<file path="src/rtl/sr_cmd_gen_if.sv">
`default_nettype none
// ============================================================================
//  Module      : sr_cmd_gen_if
//  Description : Request/command bundle between the raw request sources and
//                the SR command generator.
//                  set_raw, reset_raw : raw asynchronous requests (may bounce)
//                  s, r               : one-cycle command pulses to the SR ff
//                  conflict           : set request dropped in favour of reset
//                  busy               : generator is holding off or has work
//                master : drives raw requests, observes the commands
//                slave  : the command generator
//  Revision    : 1.0 - initial release
// ============================================================================
interface sr_cmd_gen_if;
    logic set_raw;
    logic reset_raw;
    logic s;
    logic r;
    logic conflict;
    logic busy;

    modport master (
        output set_raw,
        output reset_raw,
        input  s,
        input  r,
        input  conflict,
        input  busy
    );

    modport slave (
        input  set_raw,
        input  reset_raw,
        output s,
        output r,
        output conflict,
        output busy
    );
endinterface
`default_nettype wire

</file>
<file path="src/rtl/sr_cmd_gen.sv">
`default_nettype none
// ============================================================================
//  Module      : sr_cmd_gen
//  Description : Upstream command stage for an SR flip-flop. Each raw request
//                line is synchronised (2 flops) and debounced; a debounced
//                rising edge raises a pending bit, and a small arbiter turns
//                pending bits into single-cycle s / r pulses, never both at
//                once, with a forced idle gap after every pulse.
//  Ports       : clk  - rising-edge clock
//                rst  - asynchronous active-high reset
//                bus  - sr_cmd_gen_if.slave (set_raw, reset_raw in;
//                       s, r, conflict, busy out)
//  Revision    : 1.0 - initial release
// ============================================================================
module sr_cmd_gen #(
    parameter int DB_CNT = 4,
    parameter int CNT_W  = 8,
    parameter int HOLD   = 2
) (
    input  logic            clk,
    input  logic            rst,
    sr_cmd_gen_if.slave     bus
);

    localparam logic [CNT_W-1:0] c_CNT_LAST = CNT_W'(DB_CNT - 1);
    localparam int               c_HOLD_W   = (HOLD < 1) ? 1 : $clog2(HOLD + 1);
    localparam logic [c_HOLD_W-1:0] c_HOLD_END = c_HOLD_W'(HOLD);

    typedef enum logic [0:0] {
        IDLE    = 1'b0,
        HOLDOFF = 1'b1
    } state_t;

    // Channel 0 = set, channel 1 = reset
    logic [1:0] w_raw;
    logic [1:0] w_rise;

    assign w_raw = {bus.reset_raw, bus.set_raw};

    generate
        for (genvar g = 0; g < 2; g++) begin : g_ch
            logic             r_sync1;
            logic             r_sync2;
            logic             r_stable;
            logic [CNT_W-1:0] r_cnt;

            // The stable value flips on the edge where the counter has seen
            // DB_CNT consecutive differing samples; only a 0->1 flip is an event.
            assign w_rise[g] = (r_sync2 != r_stable) && (r_cnt == c_CNT_LAST) && r_sync2;

            always_ff @(posedge clk or posedge rst) begin
                if (rst) begin
                    r_sync1  <= 1'b0;
                    r_sync2  <= 1'b0;
                    r_stable <= 1'b0;
                    r_cnt    <= '0;
                end else begin
                    r_sync1 <= w_raw[g];
                    r_sync2 <= r_sync1;
                    if (r_sync2 == r_stable) begin
                        r_cnt <= '0;
                    end else if (r_cnt == c_CNT_LAST) begin
                        r_stable <= r_sync2;
                        r_cnt    <= '0;
                    end else begin
                        r_cnt <= r_cnt + CNT_W'(1);
                    end
                end
            end
        end
    endgenerate

    state_t              r_state;
    logic [c_HOLD_W-1:0] r_hold;
    logic                r_pend_s;
    logic                r_pend_r;
    logic                r_s;
    logic                r_r;
    logic                r_conflict;

    always_ff @(posedge clk or posedge rst) begin
        if (rst) begin
            r_state    <= IDLE;
            r_hold     <= '0;
            r_pend_s   <= 1'b0;
            r_pend_r   <= 1'b0;
            r_s        <= 1'b0;
            r_r        <= 1'b0;
            r_conflict <= 1'b0;
        end else begin
            r_s        <= 1'b0;
            r_r        <= 1'b0;
            r_conflict <= 1'b0;
            // New events accumulate; a channel already pending absorbs them.
            // A channel being serviced this edge is cleared below, so an
            // event landing on that same edge merges into the one issued.
            r_pend_s   <= r_pend_s | w_rise[0];
            r_pend_r   <= r_pend_r | w_rise[1];

            case (r_state)
                IDLE: begin
                    if (r_pend_r) begin
                        // Reset wins; a simultaneous set is dropped and flagged.
                        r_r        <= 1'b1;
                        r_conflict <= r_pend_s;
                        r_pend_r   <= 1'b0;
                        if (r_pend_s) begin
                            r_pend_s <= 1'b0;
                        end
                        r_hold     <= '0;
                        r_state    <= HOLDOFF;
                    end else if (r_pend_s) begin
                        r_s      <= 1'b1;
                        r_pend_s <= 1'b0;
                        r_hold   <= '0;
                        r_state  <= HOLDOFF;
                    end
                end
                HOLDOFF: begin
                    // Leaving on hold==HOLD keeps pulse rising edges at least
                    // HOLD+2 cycles apart.
                    if (r_hold == c_HOLD_END) begin
                        r_hold  <= '0;
                        r_state <= IDLE;
                    end else begin
                        r_hold <= r_hold + c_HOLD_W'(1);
                    end
                end
                default: begin
                    r_state <= IDLE;
                end
            endcase
        end
    end

    assign bus.s        = r_s;
    assign bus.r        = r_r;
    assign bus.conflict = r_conflict;
    assign bus.busy     = (r_state != IDLE) | r_pend_s | r_pend_r;

endmodule
`default_nettype wire

</file>
<file path="src/flat_wrapper.sv">
// flat-port wrapper written by rule: the top's interface ports become plain ports
module sr_cmd_gen_flat 
#(
    parameter int DB_CNT = 4,
    parameter int CNT_W  = 8,
    parameter int HOLD   = 2
)
  (clk, rst, bus_set_raw, bus_reset_raw, bus_s, bus_r, bus_conflict, bus_busy);
  sr_cmd_gen_if bus_i ();
  input  logic clk;
  input  logic rst;
  input wire logic [$bits(bus_i.set_raw)-1:0] bus_set_raw;
  input wire logic [$bits(bus_i.reset_raw)-1:0] bus_reset_raw;
  output wire logic [$bits(bus_i.s)-1:0] bus_s;
  output wire logic [$bits(bus_i.r)-1:0] bus_r;
  output wire logic [$bits(bus_i.conflict)-1:0] bus_conflict;
  output wire logic [$bits(bus_i.busy)-1:0] bus_busy;
  assign bus_i.set_raw = bus_set_raw;
  assign bus_i.reset_raw = bus_reset_raw;
  assign bus_s = bus_i.s;
  assign bus_r = bus_i.r;
  assign bus_conflict = bus_i.conflict;
  assign bus_busy = bus_i.busy;
  sr_cmd_gen #(.DB_CNT(DB_CNT), .CNT_W(CNT_W), .HOLD(HOLD)) u_core (.clk(clk), .rst(rst), .bus(bus_i));
endmodule
</file>
<file path="config.mk">
export PLATFORM = sky130hd
export DESIGN_NAME = sr_cmd_gen_flat
export DESIGN_NICKNAME = d
export VERILOG_FILES = /design/src/rtl/sr_cmd_gen_if.sv /design/src/rtl/sr_cmd_gen.sv /design/src/flat_wrapper.sv
export SDC_FILE = /design/constraint.sdc
export NUM_CORES = 1
export LEC_CHECK = 0
export CAP_MARGIN = 10
export CORE_ASPECT_RATIO = 0.7
export CORE_MARGIN = 10
export CORE_UTILIZATION = 51
export DETAILED_ROUTE_END_ITERATION = 8
export HOLD_SLACK_MARGIN = 0.08
export MAX_ROUTING_LAYER = met4
export PLACE_DENSITY = 0.74
export REMOVE_ABC_BUFFERS = 1
export SYNTH_ARGS = -nofsm -noshare
export SYNTH_HDL_FRONTEND = slang
export SYNTH_SLANG_ARGS = --single-unit
</file>
<file path="constraint.sdc">
create_clock -name clk -period 2.11 [get_ports clk]
set_clock_uncertainty 0.1 [all_clocks]
set_input_delay 0.3165 -clock clk [delete_from_list [all_inputs] [get_ports clk]]
set_output_delay 0.3165 -clock clk [all_outputs]
set_load 0.02 [all_outputs]
</file>
==> impl_metrics.py <==
metrics = {
    "status": {
        "status": "complete, no violations",
    },
    "synthesis": {
        "synth_area_um2": 1262,
        "ys_seq_elements": 30,
        "synthTopCellsByArea": "dfrtp_1 (59%), o21ai_0 (4.0%), xor2_1 (3.5%), or3_1 (3.0%), nand3_1 (2.8%)",
        "avgSynthCellArea_um2": 11.07,
        "yosys_warnings": 0,
        "synthCells": 114,
        "synth_top_area_cell": "dfrtp_1",
        "yosys_most_used_dff": "dfrtp_1",
        "synth_commonest_cells": "dfrtp_1 (30), o21ai_0 (10), nand2_1 (8), inv_1 (7), nand3_1 (7)",
        "yosysMostFrequentCell": "dfrtp_1",
        "netlist-cell-type-count": 31,
        "synth_async_sr_flop_share_pct": 100.0,
        "synth-seq-area-share_pct": 59.46,
        "synth_edf_count": 0,
        "synth_top_area_share_pct": 59.46,
    },
    "routing": {
        "postRouteAntennaNets": 0,
        "wl_per_cell_um": 13.49,
        "drc": 0,
        "dr.pass1.iters": 4,
        "drt_wl_total_um": 2252,
        "drt-vias-per-instance": 5.479,
        "drt_first_iter_violations": 71,
        "vias": 915,
    },
    "cells_and_area": {
        "syn_to_final_growth_pct": 17.54,
        "diodes": 0,
        "final_cell_count_no_fill": 167,
        "final-seq-area_um2": 750.7,
        "layout-drive-gt1-share_pct": 14.81,
        "design_area_um2": 1484,
        "multi_input_area_um2": 489.2,
        "finalNetCount": 141,
        "fillers": 166,
    },
    "clock_network": {
        "cts_tree": "done",
        "clock_latency_ns": 0.32,
        "root_buffer": "clkbuf_4",
        "cts_max_path_buffers": 2,
        "cts_max_level": 2,
        "clk_pin_slew_ns": 0.08,
        "cts-buffers-inserted": 5,
        "cts_sinks": 30,
    },
    "setup_path": {
        "cp_data_arrival_time_ns": 2.13,
        "reg2reg_setup_slack_ns": 0.09,
        "cp_top_family": "simple AND/OR/NAND/NOR gates",
        "cp_max_fo": 5,
        "path_class": "register to register",
        "path_cells": "or4_1, or4b_4, mux2_4",
        "r2r_start": "u_core.g_ch[1].r_cnt[5]",
        "ff2ff_path_depth": 3,
        "crit_path_start_kind": "register",
        "slowest_stage": "or4b_4",
        "critPathCaptureType": "register",
        "worst_r2r_endpoint": "u_core.g_ch[1].r_stable",
        "cpPeakStageDelay_ns": 0.54,
        "required_ns": 2.22,
        "path_buf_inv": 0,
    },
    "pwr": {
        "leakagePower_uw": 0.0006855,
        "power.share.clock_pct": 20.0,
        "sw_frac_of_total_pct": 32.48,
        "p_int_uw": 997.0,
        "power.density_nw_per_um2": 995.1,
        "ir_worst_vdd_mv": 0.3986,
        "power_frac_seq_pct": 51.5,
        "pwr-share-comb_pct": 28.5,
        "p_sw_uw": 479.7,
    },
    "timing": {
        "final-setup-viol-count": 0,
        "fin_tns_setup_ns": 0,
        "layout_min_cycle_time_ns": 2.021,
        "tightest_slew_ns": 0.5292,
        "timing.fmax_ghz": 0.4949,
        "timing_hold_violations_final": 0,
        "finalCritPeriodShare_pct": 95.76,
        "slew_headroom_pct": 64.47,
        "drv_slew": 0,
    },
    "global_route": {
        "grt-ovfl-total": 0,
        "antenna_found_initial": 0,
        "grt_max_degree": 31,
        "grt_pass1_wl_um": 3933,
        "track_usage_pct": 10.91,
        "grt_pass1_vias": 870,
    },
    "floorplan": {
        "rows": 14,
        "start_util_pct": 55.87,
        "dieArea_um2": 4897,
        "core_um2": 2260,
        "die_y_um": 61.63,
        "ioPinCount": 8,
        "die_x_um": 79.47,
    },
    "placed_design": {
        "dp_hpwl_um": 1689,
        "dp_cells": 159,
        "postPlaceCellArea_um2": 1421,
        "io_buffers": 7,
        "gp_congestion": 0.8369,
    },
    "worst_hold_path": {
        "hold_path.class": "register to register",
        "hold_depth": 0,
        "min_to": "u_core.g_ch[1].r_sync2",
        "hold_path.startpoint": "u_core.g_ch[1].r_sync1",
    },
    "job": {
        "drv_cap": 0,
    },
}
power groups by stage:
stage	Sequential (µW)	Clock, µW	Combinational, µW
detailed placement	767	0	409
finish	760	295	421
global route	772	341	473
global placement	759	0	395
CTS	759	305	414
floorplan	769	0	238
area by class of cell:
type                    count  area share [%]
clock buffers               7           3.035
inverters                   7           1.771
multi-input cells          76           32.97
flip-flops and latches     30           50.59
well taps                  32           2.698
repair buffers             15           8.938
flip-flops by register name, summed over array words and instances, names as in the netlist:
register	count
u_core.bus.conflict	1
u_core.bus.r	1
u_core.bus.s	1
u_core.g_ch.r_cnt	16
u_core.g_ch.r_stable	2
u_core.g_ch.r_sync1	2
u_core.g_ch.r_sync2	2
u_core.r_hold	2
u_core.r_pend_r	1
u_core.r_pend_s	1
u_core.r_state	1
cells in the final DEF (no fill, tap or decap), types with 6 or more instances in the layout:
| master | n |
|---|---|
| a21oi_1 | 6 |
| buf_4 | 8 |
| clkdlybuf4s50_1 | 6 |
| dfrtp_1 | 30 |
| inv_1 | 7 |
| nand2_1 | 8 |
| nand3_1 | 7 |
| nor2_1 | 6 |
| o21ai_0 | 10 |
| or3_1 | 6 |
cell families after synthesis:
group / after synthesis / synth area share (%)
simple gates: 43 / 19.13
flops: 30 / 59.46
compound gates: 22 / 10.31
xor+xnor: 8 / 5.550
buf+inv: 8 / 2.379
fa+ha+maj: 2 / 1.982
mux: 1 / 1.189
worst register-to-register path, stage by stage, from the launching register on:
cell	delay (ns)
dfrtp_1	0.42
or4_1	0.53
or4b_4	0.54
mux2_4	0.31
how the worst max path moves through the flow:
stage	from	endpoint	slack, ns	cells after the start
global route	u_core.g_ch[0].r_cnt[1]	u_core.r_pend_s	-0.006	4
finish	u_core.g_ch[1].r_cnt[5]	u_core.g_ch[1].r_stable	0.09	3
global placement	u_core.g_ch[0].r_cnt[1]	u_core.r_pend_s	0.14	4
floorplan	u_core.g_ch[1].r_cnt[4]	u_core.g_ch[1].r_stable	0.14	3
detailed placement	u_core.g_ch[0].r_cnt[1]	u_core.r_pend_s	0.06	4
CTS	u_core.g_ch[0].r_cnt[1]	u_core.r_pend_s	0.04	4
metal layers:
metal	share of wire, %	vias up	GRT usage [%]
met5	0	-	-
met4	1.5	0	5.344
met3	8.2	4	5.087
met2	42	33	14.94
met1	48	432	13.21
li1	-	446	-
through the flow:
| step | power, µW | utilization [%] | setup WS [ns] | hold WS, ns |
|---|---|---|---|---|
| floorplan | 1007 | - | 0.1405 | 0.2312 |
| global placement | 1154 | 62.90 | 0.1403 | 0.2375 |
| detailed placement | 1175 | 62.90 | 0.05569 | 0.2347 |
| CTS | 1478 | 65.12 | 0.03533 | 0.2531 |
| global route | 1587 | 65.67 | -0.005877 | 0.2565 |
| finish | 1477 | 65.67 | 0.08939 | 0.2501 |
repair_timing:
item,CTS,global route
hold buffers,0,0
setup endpoints to repair,1,2
gates resized for setup,1,2
setup buffers,0,1
Power figures use the tool's default switching activity.
